File: src/rtl/pipeline_control_if.sv
// Control bundle between the stall/flush controller and the pipeline datapath:
// memory handshakes and hazard sources in, stage advance/flush strobes out.
interface pipeline_control_if;
    logic       imem_resp;
    logic       dmem_req;
    logic       dmem_resp;
    logic       branch_taken;
    logic       idex_mem_read;
    logic [2:0] idex_dest;
    logic [2:0] ifid_sr1;
    logic [2:0] ifid_sr2;
    logic       ifid_sr1_used;
    logic       ifid_sr2_used;

    logic       pc_advance;
    logic       ifid_advance;
    logic       idex_advance;
    logic       exmem_advance;
    logic       memwb_advance;
    logic       ifid_flush;
    logic       idex_flush;
    logic       exmem_flush;

    modport master (
        input  imem_resp, dmem_req, dmem_resp, branch_taken, idex_mem_read,
               idex_dest, ifid_sr1, ifid_sr2, ifid_sr1_used, ifid_sr2_used,
        output pc_advance, ifid_advance, idex_advance, exmem_advance, memwb_advance,
               ifid_flush, idex_flush, exmem_flush
    );

    modport slave (
        output imem_resp, dmem_req, dmem_resp, branch_taken, idex_mem_read,
               idex_dest, ifid_sr1, ifid_sr2, ifid_sr1_used, ifid_sr2_used,
        input  pc_advance, ifid_advance, idex_advance, exmem_advance, memwb_advance,
               ifid_flush, idex_flush, exmem_flush
    );
endinterface

File: src/rtl/pipeline_control.sv
// Stall/flush controller for the five-stage LC-3b pipeline, with saturating
// performance counters and a sticky memory-hang watchdog.
module pipeline_control #(
    parameter int unsigned TIMEOUT = 255,
    parameter int unsigned CNT_W   = 16
) (
    input  logic               clk,
    input  logic               reset,
    pipeline_control_if.master ctl,
    output logic [CNT_W-1:0]   stall_count,
    output logic [CNT_W-1:0]   bubble_count,
    output logic [CNT_W-1:0]   flush_count,
    output logic               mem_timeout
);

    typedef enum logic [0:0] {StInit, StRun} state_e;

    localparam int unsigned WD_W = (TIMEOUT > 1) ? $clog2(TIMEOUT) : 1;
    localparam logic [WD_W-1:0]  WD_LAST = WD_W'(TIMEOUT - 1);
    localparam logic [CNT_W-1:0] CNT_MAX = {CNT_W{1'b1}};

    state_e           state_q, state_d;
    logic [CNT_W-1:0] stall_cnt_q, stall_cnt_d;
    logic [CNT_W-1:0] bubble_cnt_q, bubble_cnt_d;
    logic [CNT_W-1:0] flush_cnt_q, flush_cnt_d;
    logic [WD_W-1:0]  wd_q, wd_d;
    logic             timeout_q, timeout_d;

    logic mem_stall;
    logic load_use;
    logic stall_ev;
    logic bubble_ev;
    logic flush_ev;

    assign mem_stall = !ctl.imem_resp || (ctl.dmem_req && !ctl.dmem_resp);
    assign load_use  = ctl.idex_mem_read &&
                       ((ctl.ifid_sr1_used && (ctl.ifid_sr1 == ctl.idex_dest)) ||
                        (ctl.ifid_sr2_used && (ctl.ifid_sr2 == ctl.idex_dest)));

    // Cause decode: every flush is paired with its stage advance.
    always_comb begin
        state_d           = state_q;
        ctl.pc_advance    = 1'b0;
        ctl.ifid_advance  = 1'b0;
        ctl.idex_advance  = 1'b0;
        ctl.exmem_advance = 1'b0;
        ctl.memwb_advance = 1'b0;
        ctl.ifid_flush    = 1'b0;
        ctl.idex_flush    = 1'b0;
        ctl.exmem_flush   = 1'b0;
        stall_ev          = 1'b0;
        bubble_ev         = 1'b0;
        flush_ev          = 1'b0;

        if (!reset) begin
            case (state_q)
                StInit: begin
                    ctl.ifid_advance  = 1'b1;
                    ctl.idex_advance  = 1'b1;
                    ctl.exmem_advance = 1'b1;
                    ctl.memwb_advance = 1'b1;
                    ctl.ifid_flush    = 1'b1;
                    ctl.idex_flush    = 1'b1;
                    ctl.exmem_flush   = 1'b1;
                    state_d           = StRun;
                end
                StRun: begin
                    if (mem_stall) begin
                        stall_ev = 1'b1;
                    end else if (ctl.branch_taken) begin
                        ctl.pc_advance    = 1'b1;
                        ctl.ifid_advance  = 1'b1;
                        ctl.idex_advance  = 1'b1;
                        ctl.exmem_advance = 1'b1;
                        ctl.memwb_advance = 1'b1;
                        ctl.ifid_flush    = 1'b1;
                        ctl.idex_flush    = 1'b1;
                        ctl.exmem_flush   = 1'b1;
                        flush_ev          = 1'b1;
                    end else if (load_use) begin
                        ctl.idex_advance  = 1'b1;
                        ctl.idex_flush    = 1'b1;
                        ctl.exmem_advance = 1'b1;
                        ctl.memwb_advance = 1'b1;
                        bubble_ev         = 1'b1;
                    end else begin
                        ctl.pc_advance    = 1'b1;
                        ctl.ifid_advance  = 1'b1;
                        ctl.idex_advance  = 1'b1;
                        ctl.exmem_advance = 1'b1;
                        ctl.memwb_advance = 1'b1;
                    end
                end
                default: state_d = StInit;
            endcase
        end
    end

    always_comb begin
        stall_cnt_d  = stall_cnt_q;
        bubble_cnt_d = bubble_cnt_q;
        flush_cnt_d  = flush_cnt_q;
        wd_d         = '0;
        timeout_d    = timeout_q;

        if (stall_ev && stall_cnt_q != CNT_MAX) stall_cnt_d = stall_cnt_q + CNT_W'(1);
        if (bubble_ev && bubble_cnt_q != CNT_MAX) bubble_cnt_d = bubble_cnt_q + CNT_W'(1);
        if (flush_ev && flush_cnt_q != CNT_MAX) flush_cnt_d = flush_cnt_q + CNT_W'(1);

        // Watchdog parks at TIMEOUT-1; the stall that would reach TIMEOUT sets the flag.
        if (stall_ev) begin
            wd_d = (wd_q == WD_LAST) ? wd_q : wd_q + WD_W'(1);
            if (wd_q == WD_LAST) timeout_d = 1'b1;
        end
    end

    always_ff @(posedge clk) begin
        if (reset) begin
            state_q      <= StInit;
            stall_cnt_q  <= '0;
            bubble_cnt_q <= '0;
            flush_cnt_q  <= '0;
            wd_q         <= '0;
            timeout_q    <= 1'b0;
        end else begin
            state_q      <= state_d;
            stall_cnt_q  <= stall_cnt_d;
            bubble_cnt_q <= bubble_cnt_d;
            flush_cnt_q  <= flush_cnt_d;
            wd_q         <= wd_d;
            timeout_q    <= timeout_d;
        end
    end

    assign stall_count  = stall_cnt_q;
    assign bubble_count = bubble_cnt_q;
    assign flush_count  = flush_cnt_q;
    assign mem_timeout  = timeout_q;

endmodule

File: src/flat_wrapper.sv
// flat-port wrapper written by rule: the top's interface ports become plain ports
module pipeline_control_flat 
#(
    parameter int unsigned TIMEOUT = 255,
    parameter int unsigned CNT_W   = 16
)
  (clk, reset, stall_count, bubble_count, flush_count, mem_timeout, ctl_imem_resp, ctl_dmem_req, ctl_dmem_resp, ctl_branch_taken, ctl_idex_mem_read, ctl_idex_dest, ctl_ifid_sr1, ctl_ifid_sr2, ctl_ifid_sr1_used, ctl_ifid_sr2_used, ctl_pc_advance, ctl_ifid_advance, ctl_idex_advance, ctl_exmem_advance, ctl_memwb_advance, ctl_ifid_flush, ctl_idex_flush, ctl_exmem_flush);
  pipeline_control_if ctl_i ();
  input  logic clk;
  input  logic reset;
  output logic [CNT_W-1:0] stall_count;
  output logic [CNT_W-1:0] bubble_count;
  output logic [CNT_W-1:0] flush_count;
  output logic mem_timeout;
  input wire logic [$bits(ctl_i.imem_resp)-1:0] ctl_imem_resp;
  input wire logic [$bits(ctl_i.dmem_req)-1:0] ctl_dmem_req;
  input wire logic [$bits(ctl_i.dmem_resp)-1:0] ctl_dmem_resp;
  input wire logic [$bits(ctl_i.branch_taken)-1:0] ctl_branch_taken;
  input wire logic [$bits(ctl_i.idex_mem_read)-1:0] ctl_idex_mem_read;
  input wire logic [$bits(ctl_i.idex_dest)-1:0] ctl_idex_dest;
  input wire logic [$bits(ctl_i.ifid_sr1)-1:0] ctl_ifid_sr1;
  input wire logic [$bits(ctl_i.ifid_sr2)-1:0] ctl_ifid_sr2;
  input wire logic [$bits(ctl_i.ifid_sr1_used)-1:0] ctl_ifid_sr1_used;
  input wire logic [$bits(ctl_i.ifid_sr2_used)-1:0] ctl_ifid_sr2_used;
  output wire logic [$bits(ctl_i.pc_advance)-1:0] ctl_pc_advance;
  output wire logic [$bits(ctl_i.ifid_advance)-1:0] ctl_ifid_advance;
  output wire logic [$bits(ctl_i.idex_advance)-1:0] ctl_idex_advance;
  output wire logic [$bits(ctl_i.exmem_advance)-1:0] ctl_exmem_advance;
  output wire logic [$bits(ctl_i.memwb_advance)-1:0] ctl_memwb_advance;
  output wire logic [$bits(ctl_i.ifid_flush)-1:0] ctl_ifid_flush;
  output wire logic [$bits(ctl_i.idex_flush)-1:0] ctl_idex_flush;
  output wire logic [$bits(ctl_i.exmem_flush)-1:0] ctl_exmem_flush;
  assign ctl_i.imem_resp = ctl_imem_resp;
  assign ctl_i.dmem_req = ctl_dmem_req;
  assign ctl_i.dmem_resp = ctl_dmem_resp;
  assign ctl_i.branch_taken = ctl_branch_taken;
  assign ctl_i.idex_mem_read = ctl_idex_mem_read;
  assign ctl_i.idex_dest = ctl_idex_dest;
  assign ctl_i.ifid_sr1 = ctl_ifid_sr1;
  assign ctl_i.ifid_sr2 = ctl_ifid_sr2;
  assign ctl_i.ifid_sr1_used = ctl_ifid_sr1_used;
  assign ctl_i.ifid_sr2_used = ctl_ifid_sr2_used;
  assign ctl_pc_advance = ctl_i.pc_advance;
  assign ctl_ifid_advance = ctl_i.ifid_advance;
  assign ctl_idex_advance = ctl_i.idex_advance;
  assign ctl_exmem_advance = ctl_i.exmem_advance;
  assign ctl_memwb_advance = ctl_i.memwb_advance;
  assign ctl_ifid_flush = ctl_i.ifid_flush;
  assign ctl_idex_flush = ctl_i.idex_flush;
  assign ctl_exmem_flush = ctl_i.exmem_flush;
  pipeline_control #(.TIMEOUT(TIMEOUT), .CNT_W(CNT_W)) u_core (.clk(clk), .reset(reset), .ctl(ctl_i), .stall_count(stall_count), .bubble_count(bubble_count), .flush_count(flush_count), .mem_timeout(mem_timeout));
endmodule
File: config.mk
export PLATFORM = sky130hd
export DESIGN_NAME = pipeline_control_flat
export DESIGN_NICKNAME = d
export VERILOG_FILES = /design/src/rtl/pipeline_control_if.sv /design/src/rtl/pipeline_control.sv /design/src/flat_wrapper.sv
export SDC_FILE = /design/constraint.sdc
export NUM_CORES = 1
export LEC_CHECK = 0
export BUFFER_PORTS_ARGS = -buffer_cell sky130_fd_sc_hd__buf_2
export CORE_UTILIZATION = 57
export DETAILED_ROUTE_END_ITERATION = 10
export PLACE_DENSITY = 0.9
export SKIP_CTS_REPAIR_TIMING = 1
export SLEW_MARGIN = 15
export SYNTH_ARGS = -nofsm -noshare
export SYNTH_HDL_FRONTEND = slang
export SYNTH_SLANG_ARGS = --single-unit
File: constraint.sdc
create_clock -name clk -period 3.6 [get_ports clk]
set_input_delay 0.36 -clock clk [delete_from_list [all_inputs] [get_ports clk]]
set_output_delay 0.36 -clock clk [all_outputs]
set_load 0.02 [all_outputs]
==> impl_metrics.tcl, run 1 <==
set metrics [dict create \
    powerDensity_mw_per_mm2 364 \
    synthCells 353 \
    min_path_cells 2 \
    portBuffers 74 \
    drive_above_1_share_pct 24.6 \
    ir_drop_uv 202 \
    outcome "complete, no violations" \
    synthFlopType "dfxtp_1" \
    hp-class "reg2reg" \
    p_leak_uw 0.00137 \
    pre_cts_slack_ps 1220 \
    clk_latency_ps 330 \
    grt_pass1_wl_mm 11.1 \
    worstPathRequired_ps 3860 \
    finalMaxSlewViolations 0 \
    dp_hpwl_mm 4.90 \
    synth_edf_count 0 \
    wire_per_inst_um 14.5 \
    die_w_um 74.4 \
    slew_headroom_pct 44.1 \
    start_kind "flip-flop" \
    syn_nets 376 \
    final_common_cell "buf_2" \
    end_kind "flip-flop" \
    clock_skew_ps 5.40 \
    ys_seq_area_share_pct 38.8 \
    dpl.cell_count 479 \
    fmax_mhz 426 \
    hold_viol_final 0 \
    final_cell_mix "buf_2, dfxtp_1, nor2_1" \
    firstDrtPassIters 7 \
    fin_crit_ps 2350 \
    postSynthAreaPerCell_um2 8.47 \
    ant_nets 0 \
    crit_arrival_ps 2610 \
    antenna_found_initial 0 \
    yosysWarningCount 0 \
    drcViolationCount 0 \
    track_usage_pct 26.2 \
    overflow 0 \
    final_nets 446 \
    ys_types 49 \
    rsz0062_at_grt "no" \
    pin_count 75 \
    htree_num_levels 3 \
    final.setup.worst_slack_ps 1250 \
    worstMarginPinSlew_ps 832 \
    cts_buffers 9 \
    worstPathMaxFanout 7 \
    start_util_pct 61.3 \
    regArea_mm2 0.00116 \
    grt_max_degree 51 \
    placed_area_mm2 0.00338 \
    setup_violations 0 \
    netlist_area_mm2 0.00299 \
    grt_pass1_vias 2598 \
    critical_path_class "reg2reg" \
    ys_ff_latch 58 \
    viasPerCell 6.08 \
    area_growth_pct 19.3 \
    core_mm2 0.00488 \
    fill_cells 379 \
    cts_sinks 58 \
    cts_tree "done" \
    min_period_over_period_pct 65.2 \
    clockRootBuffer "clkbuf_8" \
    finalSetupTns_ps 0 \
    die_area_mm2 0.00554 \
    finalNonFillerCells 494 \
    first_iter_violations 242 \
    clk_pin_slew_worst_paths_ps 60 \
    rows 25 \
    num_vias 3003 \
    die_height_um 74.4 \
    drv_cap 0 \
    globalplace.congestion 0.839 \
    clock_path_buffers 2 \
    insertedDiodeCount 0 \
    fin_area_mm2 0.00357 \
    totalWireLength_mm 7.17 \
    async_reset_ff_share_pct 0 \
    rr_worst_depth 6 \
    multiInputGateArea_mm2 0.00171 \
]
==> cell families (layout without fill, tap and decap cells) <==
logic type                 Yosys count  after routing  synth area share, %
buffers and inverters               29            103                 4.10
adders and majority gates            5              5                 2.09
muxes                                7              7                 2.51
DFF                                 58             58                 38.8
and+or+nand+nor                    165            165                 30.4
AOI/OAI and AO/OA                   56             56                 12.4
xor gates and xnor gates            33             33                 9.67
==> routing by layer <==
metal  wire length, um  global-route usage [%]  up-vias
li1                  -                       -     1434
met1              3030                    29.7     1409
met2              3510                    44.7      140
met3               475                    6.91       20
met4               157                    14.3        0
met5                 0                       0        -
==> Yosys cell counts, types with 3 or more instances <==
master	number	area, um2
a21oi_1	24	120
nor3_1	11	55.1
o21ai_0	6	30.0
nor4b_1	4	35.0
or4_1	8	60.1
o31ai_1	9	67.6
and3_1	5	31.3
nor2_1	40	150
xnor2_1	30	263
nand2_1	16	60.1
or3_1	4	25.0
dfxtp_1	58	1160
mux2_2	4	45.0
nor4_1	16	100
clkbuf_1	10	37.5
and4_1	8	70.1
inv_1	12	45.0
nor2b_1	5	31.3
buf_4	3	22.5
nand4_1	11	68.8
mux2i_1	3	30.0
xor2_1	3	26.3
nand3_1	26	130
ha_1	5	62.6
==> critical path, stage by stage, from the launching register on <==
cell     delay (ps)
dfxtp_1         400
ha_1            240
inv_1            70
or3_1           450
or4_4           530
or4_1           410
a21oi_1         170
==> worst paths after layout <==
kind | end | from | slack (ps)
setup / recovery | u_core.bubble_count[14] | u_core.bubble_count[0] | 1250
hold / removal | u_core.mem_timeout | u_core.mem_timeout | 470
setup reg to reg | u_core.bubble_count[14] | u_core.bubble_count[0] | 1250
hold reg to reg | u_core.mem_timeout | u_core.mem_timeout | 470
==> cell type report <==
cell class / instances / area share, %
Tap cell: 67 / 2.35
Clock buffer: 12 / 4.07
Sequential cell: 58 / 32.6
Clock inverter: 3 / 1.12
Multi-Input combinational cell: 266 / 47.8
Inverter: 12 / 1.26
Timing Repair Buffer: 76 / 10.8
==> stage by stage <==
stage | hold slack (ps) | total power (uW) | utilization (%)
global placement | 456 | 732 | 69.3
global route | 523 | 1340 | 73.1
finish | 468 | 1300 | 73.1
floorplan | 467 | 710 | -
CTS | 477 | 1310 | 73.1
detailed placement | 462 | 735 | 69.3
==> where the power goes <==
| group | total [uW] | switching [uW] | internal, uW |
|---|---|---|---|
| Combinational | 73.0 | 47.0 | 26.0 |
| Sequential | 649 | 4.41 | 645 |
| Clock | 575 | 243 | 333 |
| Total | 1300 | 294 | 1000 |
==> flip-flops by register name, summed over array words and instances, names as in the netlist <==
| name | flops |
|---|---|
| u_core.bubble_count | 16 |
| u_core.flush_count | 16 |
| u_core.stall_count | 16 |
| u_core.wd_q | 8 |
| u_core.mem_timeout | 1 |
| u_core.state_q | 1 |
No activity file was read; power rests on OpenSTA's default activity.
==> run 2: changes to the inputs <==
--- a/config.mk
+++ b/config.mk
@@ -5,10 +5,11 @@
 export SDC_FILE = /design/constraint.sdc
 export NUM_CORES = 1
 export LEC_CHECK = 0
+export ABC_AREA = 1
 export BUFFER_PORTS_ARGS = -buffer_cell sky130_fd_sc_hd__buf_2
-export CORE_UTILIZATION = 57
+export CORE_UTILIZATION = 49
 export DETAILED_ROUTE_END_ITERATION = 10
-export PLACE_DENSITY = 0.9
+export PLACE_DENSITY = 0.81
 export SKIP_CTS_REPAIR_TIMING = 1
 export SLEW_MARGIN = 15
 export SYNTH_ARGS = -nofsm -noshare
==> constraint.sdc (replaced) <==
create_clock -name clk -period 2.05 [get_ports clk]
set_input_delay 0.205 -clock clk [delete_from_list [all_inputs] [get_ports clk]]
set_output_delay 0.205 -clock clk [all_outputs]
set_load 0.02 [all_outputs]
==> run 2 against run 1 <==
Against the previous run: the run now ends with DRC left; synthesized cell count increased by 39%; sequential power grew 76%; clock skew up 1.6 ps; cell area up 10%; combinational power increased by 120%.
==> impl_metrics.tcl, run 2 <==
set metrics [dict create \
    dp_hpwl_mm 5.51 \
    cts_tree "done" \
    synth_top_area_share_pct 34.8 \
    final_nets 592 \
    die_area_mm2 0.00714 \
    clock_path_buffers 2 \
    worstPathMaxFanout 13 \
    use_met3_pct 5.31 \
    clock_skew_ps 6.95 \
    first_iter_violations 225 \
    cts_sinks 58 \
    p_int_uw 1720 \
    yosys.area.top_type "dfxtp_1" \
    netlist_area_mm2 0.00334 \
    hold_viol_final 0 \
    cts_buffers 9 \
    path_cells "ha_1, inv_2, nor2_2, nand2_2, nor2_1, nand2_1, nand2_4, inv_2, nand3_2, nand2_1, a21oi_1" \
    grt_max_degree 27 \
    drv_cap 0 \
    rows 29 \
    cp.depth 11 \
    slew_headroom_pct 73.0 \
    setup_violations 0 \
    worstMarginPinSlew_ps 405 \
    power_uw 2270 \
    clk_pin_slew_worst_paths_ps 70 \
    final_cell_mix "nand2_1, nor2_1, buf_2" \
    p_comb_share_pct 7.0 \
    syn_nets 514 \
    final_common_cell "nand2_1" \
    outcome "complete, but fails checks" \
    rr_worst_depth 11 \
    pin_count 75 \
    slowest_stage "dfxtp_1" \
    grtUsageMet2_pct 36.3 \
    critical_path_class "reg2reg" \
    grt_pass1_wl_mm 12.8 \
    viasPerCell 5.17 \
    async_reset_ff_share_pct 0 \
    finalNonFillerCells 651 \
    totalWireLength_mm 7.53 \
    min_period_over_period_pct 88.9 \
    wire_per_inst_um 11.6 \
    hp-class "in2reg" \
    portBuffers 74 \
    yosys-top-cells-count "nand2_1, nor2_1, dfxtp_1" \
    crit_family "simple AND/OR/NAND/NOR gates" \
    clockRootBuffer "clkbuf_8" \
    drive_above_1_share_pct 24.0 \
    p_leak_uw 0.00176 \
    ys_types 45 \
    start_util_pct 51.6 \
    ir_drop_uv 312 \
    gr-max-usage-layer "met2" \
    worstPathRequired_ps 2300 \
    fin_crit_ps 1820 \
    synthFlopType "dfxtp_1" \
    yosysWarningCount 0 \
    core_mm2 0.00646 \
    power.switching_uw 549 \
    min_path_cells 5 \
    grt_pass1_vias 3080 \
    globalplace.congestion 0.859 \
    die_height_um 84.5 \
    pwr-share-seq_pct 50.2 \
    violations "DRC" \
    cpPeakStageDelay_ps 410 \
    switching_share_pct 24.2 \
    firstDrtPassIters 8 \
    postSynthAreaPerCell_um2 6.79 \
    dpl.cell_count 635 \
    finalMaxSlewViolations 0 \
    rsz0062_at_grt "no" \
    final.setup.worst_slack_ps 228 \
    antenna_found_initial 0 \
    pre_cts_slack_ps 265 \
    cp_num_buf_inv 2 \
    fin_area_mm2 0.00393 \
    clockPowerShare_pct 42.8 \
    fmax_mhz 549 \
    die_w_um 84.5 \
    synth_most_common_cell "nand2_1" \
    finalSetupTns_ps 0 \
    end_kind "flip-flop" \
    ys_seq_area_share_pct 34.8 \
    area_growth_pct 17.9 \
    track_usage_pct 22.0 \
    start_kind "flip-flop" \
    use_met1_pct 27.8 \
    num_vias 3363 \
    synthCells 491 \
    htree_num_levels 3 \
    clk_latency_ps 330 \
    synth_edf_count 0 \
    insertedDiodeCount 0 \
    drcViolationCount 7 \
    overflow 0 \
    powerDensity_mw_per_mm2 577 \
    placed_area_mm2 0.00375 \
    crit_arrival_ps 2080 \
    ys_ff_latch 58 \
    synth_area_leaders "dfxtp_1, nand2_1, nor2_1" \
    ant_nets 0 \
]
run 2: kinds of logic after synthesis:
kind of cell / share of synthesized area [%]
XOR/XNOR: 2.59
AND/OR/NAND/NOR: 41.5
buffers and inverters: 9.38
AO/OA/AOI/OAI: 9.83
adder cells (fa/ha/maj): 1.88
flip-flops: 34.8
run 2: cell type report:
| type | instances | area, um2 |
|---|---|---|
| repair buffers | 78 | 400 |
| inverters | 61 | 229 |
| flip-flops and latches | 58 | 1160 |
| multi-input cells | 361 | 1860 |
| clock buffers | 14 | 173 |
| fillers | 626 | 2530 |
| well taps | 77 | 96.3 |
| clock inverters | 2 | 10.0 |
run 2: worst paths after layout:
| kind | startpoint | endpoint | slack (ps) |
|---|---|---|---|
| max | u_core.flush_count[0] | u_core.flush_count[5] | 230 |
| min | ctl_branch_taken | u_core.bubble_count[6] | 270 |
| max reg2reg | u_core.flush_count[0] | u_core.flush_count[5] | 230 |
| min reg2reg | u_core.mem_timeout | u_core.mem_timeout | 490 |
run 2: power by group through the flow:
stage	logic [uW]	clock network, uW	registers, uW
floorplan	109	0	1170
global placement	155	0	1160
detailed placement	159	0	1160
CTS	160	989	1140
global route	177	1050	1140
finish	159	971	1140
run 2: worst reg2reg max path, delay by kind of cell (launching register included):
kind	cells	cell delay, ps
fa+ha+maj	1	190
compound gates	1	130
buf+inv	2	170
simple gates	7	850
flops	1	410
run 2: per-stage QoR:
stage          utilization (%)  hold slack, ps
2_1_floorplan                -             382
3_3_place_gp              58.0             446
3_5_place_dp              58.0             454
4_1_cts                   60.9             267
5_1_grt                   60.9             322
6_report                  60.9             267
run 2: metal layers:
metal  wire length, um  part of all wire, %
met1              3490                   46
met2              3440                   46
met3               446                  5.9
met4               158                  2.1
met5                 0                    0
==> run 3: changes to the inputs <==
--- a/config.mk
+++ b/config.mk
@@ -6,7 +6,7 @@
 export NUM_CORES = 1
 export LEC_CHECK = 0
 export ABC_AREA = 1
-export BUFFER_PORTS_ARGS = -buffer_cell sky130_fd_sc_hd__buf_2
+export BUFFER_PORTS_ARGS = -buffer_cell sky130_fd_sc_hd__buf_4
 export CORE_UTILIZATION = 49
 export DETAILED_ROUTE_END_ITERATION = 10
 export PLACE_DENSITY = 0.81
==> run 3 against run 2 <==
Against the previous run: critical path type unchanged; cell area up 4.4%; via count down 2.0%; critical path depth down 4; combinational power up 9%; the flow still finishes with violations (DRC).
==> impl_metrics.tcl, run 3 (same netlist as run 2, synthesis figures left out) <==
set metrics [dict create \
    outcome "complete, but fails checks" \
    violations "DRC" \
    clock_path_buffers 2 \
    die_w_um 84.5 \
    num_vias 3297 \
    worstMarginPinSlew_ps 389 \
    setup_violations 0 \
    dp_hpwl_mm 5.53 \
    grt_pass1_vias 3043 \
    drcViolationCount 7 \
    globalplace.congestion 0.853 \
    dpl.cell_count 633 \
    clk_latency_ps 330 \
    placed_area_mm2 0.00392 \
    final_nets 590 \
    p_comb_share_pct 7.4 \
    rr_startpoint "u_core.stall_count[1]" \
    pin_count 75 \
    cp_num_buf_inv 0 \
    overflow 0 \
    clockRootBuffer "clkbuf_8" \
    hold_viol_final 0 \
    start_kind "flip-flop" \
    p_leak_uw 0.00176 \
    clock_skew_ps 6.28 \
    p_int_uw 1790 \
    grt_pass1_wl_mm 13.3 \
    rows 29 \
    die_height_um 84.5 \
    hp-start "reset" \
    rsz0062_at_grt "no" \
    final_cell_mix "nand2_1, nor2_1, buf_4" \
    insertedDiodeCount 0 \
    slew_headroom_pct 74.1 \
    fmax_mhz 548 \
    min_path_cells 2 \
    rr_worst_depth 7 \
    finalMaxSlewViolations 0 \
    first_iter_violations 184 \
    cts_sinks 58 \
    viasPerCell 5.09 \
    ir_drop_uv 464 \
    portBuffers 74 \
    core_mm2 0.00646 \
    htree_num_levels 3 \
    power.switching_uw 559 \
    slowest_stage "dfxtp_1" \
    reg2reg_to "u_core.stall_count[14]" \
    path_cells "ha_1, nand2_1, nor3_1, nand2_1, nor3_1, nand3_1, nor3b_1" \
    cts_buffers 9 \
    rrSetupSlack_ps 230 \
    track_usage_pct 22.7 \
    critical_path_class "reg2reg" \
    antenna_found_initial 0 \
    worstPathRequired_ps 2260 \
    pre_cts_slack_ps 267 \
    pwr-share-seq_pct 48.6 \
    area_growth_pct 23.0 \
    wire_per_inst_um 11.7 \
    switching_share_pct 23.8 \
    totalWireLength_mm 7.58 \
    power_uw 2340 \
    finalNonFillerCells 648 \
    end_kind "flip-flop" \
    min_period_over_period_pct 89.0 \
    powerDensity_mw_per_mm2 571 \
    firstDrtPassIters 11 \
    hold_path_end "u_core.stall_count[7]" \
    drv_cap 0 \
    fill_cells 572 \
    clockPowerShare_pct 44.0 \
    fin_area_mm2 0.00410 \
    crit_family "simple AND/OR/NAND/NOR gates" \
    final_common_cell "nand2_1" \
    die_area_mm2 0.00714 \
    grt_max_degree 35 \
    drive_above_1_share_pct 23.6 \
    crit_arrival_ps 2030 \
    cts_tree "done" \
    final.setup.worst_slack_ps 225 \
    worstPathMaxFanout 5 \
    cpPeakStageDelay_ps 390 \
    start_util_pct 51.6 \
    ant_nets 0 \
    finalSetupTns_ps 0 \
    clk_pin_slew_worst_paths_ps 70 \
    fin_crit_ps 1820 \
    hp-class "in2reg" \
]
## run 3: cell types whose count changed in the layout (fill, tap and decap cells not counted), sizes merged
cell | before | now
buf | 78 | 76
clkbuf | 14 | 12
bufinv | 0 | 1
## run 3: cell type report
cell class | count | area (um2) | area share, %
multi-input combinational | 361 | 1860 | 45.4
sequential | 58 | 1160 | 28.3
timing repair buffer | 76 | 571 | 13.9
inverter | 61 | 229 | 5.58
clock buffer | 12 | 145 | 3.54
tap | 77 | 96.3 | 2.35
clock inverter | 3 | 40.0 | 0.976
## run 3: how the worst max path moves through the flow
stage | startpoint | to | slack (ps) | depth (start not counted)
after floorplan | u_core.flush_count[0] | u_core.flush_count[2] | 280 | 11
after global placement | u_core.flush_count[0] | u_core.flush_count[13] | 320 | 11
after detailed placement | u_core.flush_count[0] | u_core.flush_count[13] | 270 | 10
after CTS | u_core.flush_count[0] | u_core.flush_count[13] | 250 | 10
after global routing | u_core.flush_count[0] | u_core.flush_count[13] | 3 | 11
final | u_core.stall_count[1] | u_core.stall_count[14] | 230 | 7
## run 3: power groups by stage
stage	Clock [uW]	Combinational, uW	Sequential, uW
after global routing	1100	190	1140
final	1030	173	1140
after global placement	0	169	1160
after floorplan	0	109	1170
after CTS	1050	173	1140
after detailed placement	0	172	1160
## run 3: layer usage
layer / routed length [um] / GRT usage (%)
met5: 0 / 0
met4: 102 / 9.09
met3: 403 / 4.62
met2: 3560 / 37.9
met1: 3520 / 28.8
## run 3: stage by stage
stage / hold slack (ps) / util, %
after floorplan: 382 / -
after global placement: 452 / 60.7
after detailed placement: 455 / 60.7
after CTS: 229 / 63.5
after global routing: 259 / 63.5
final: 238 / 63.5
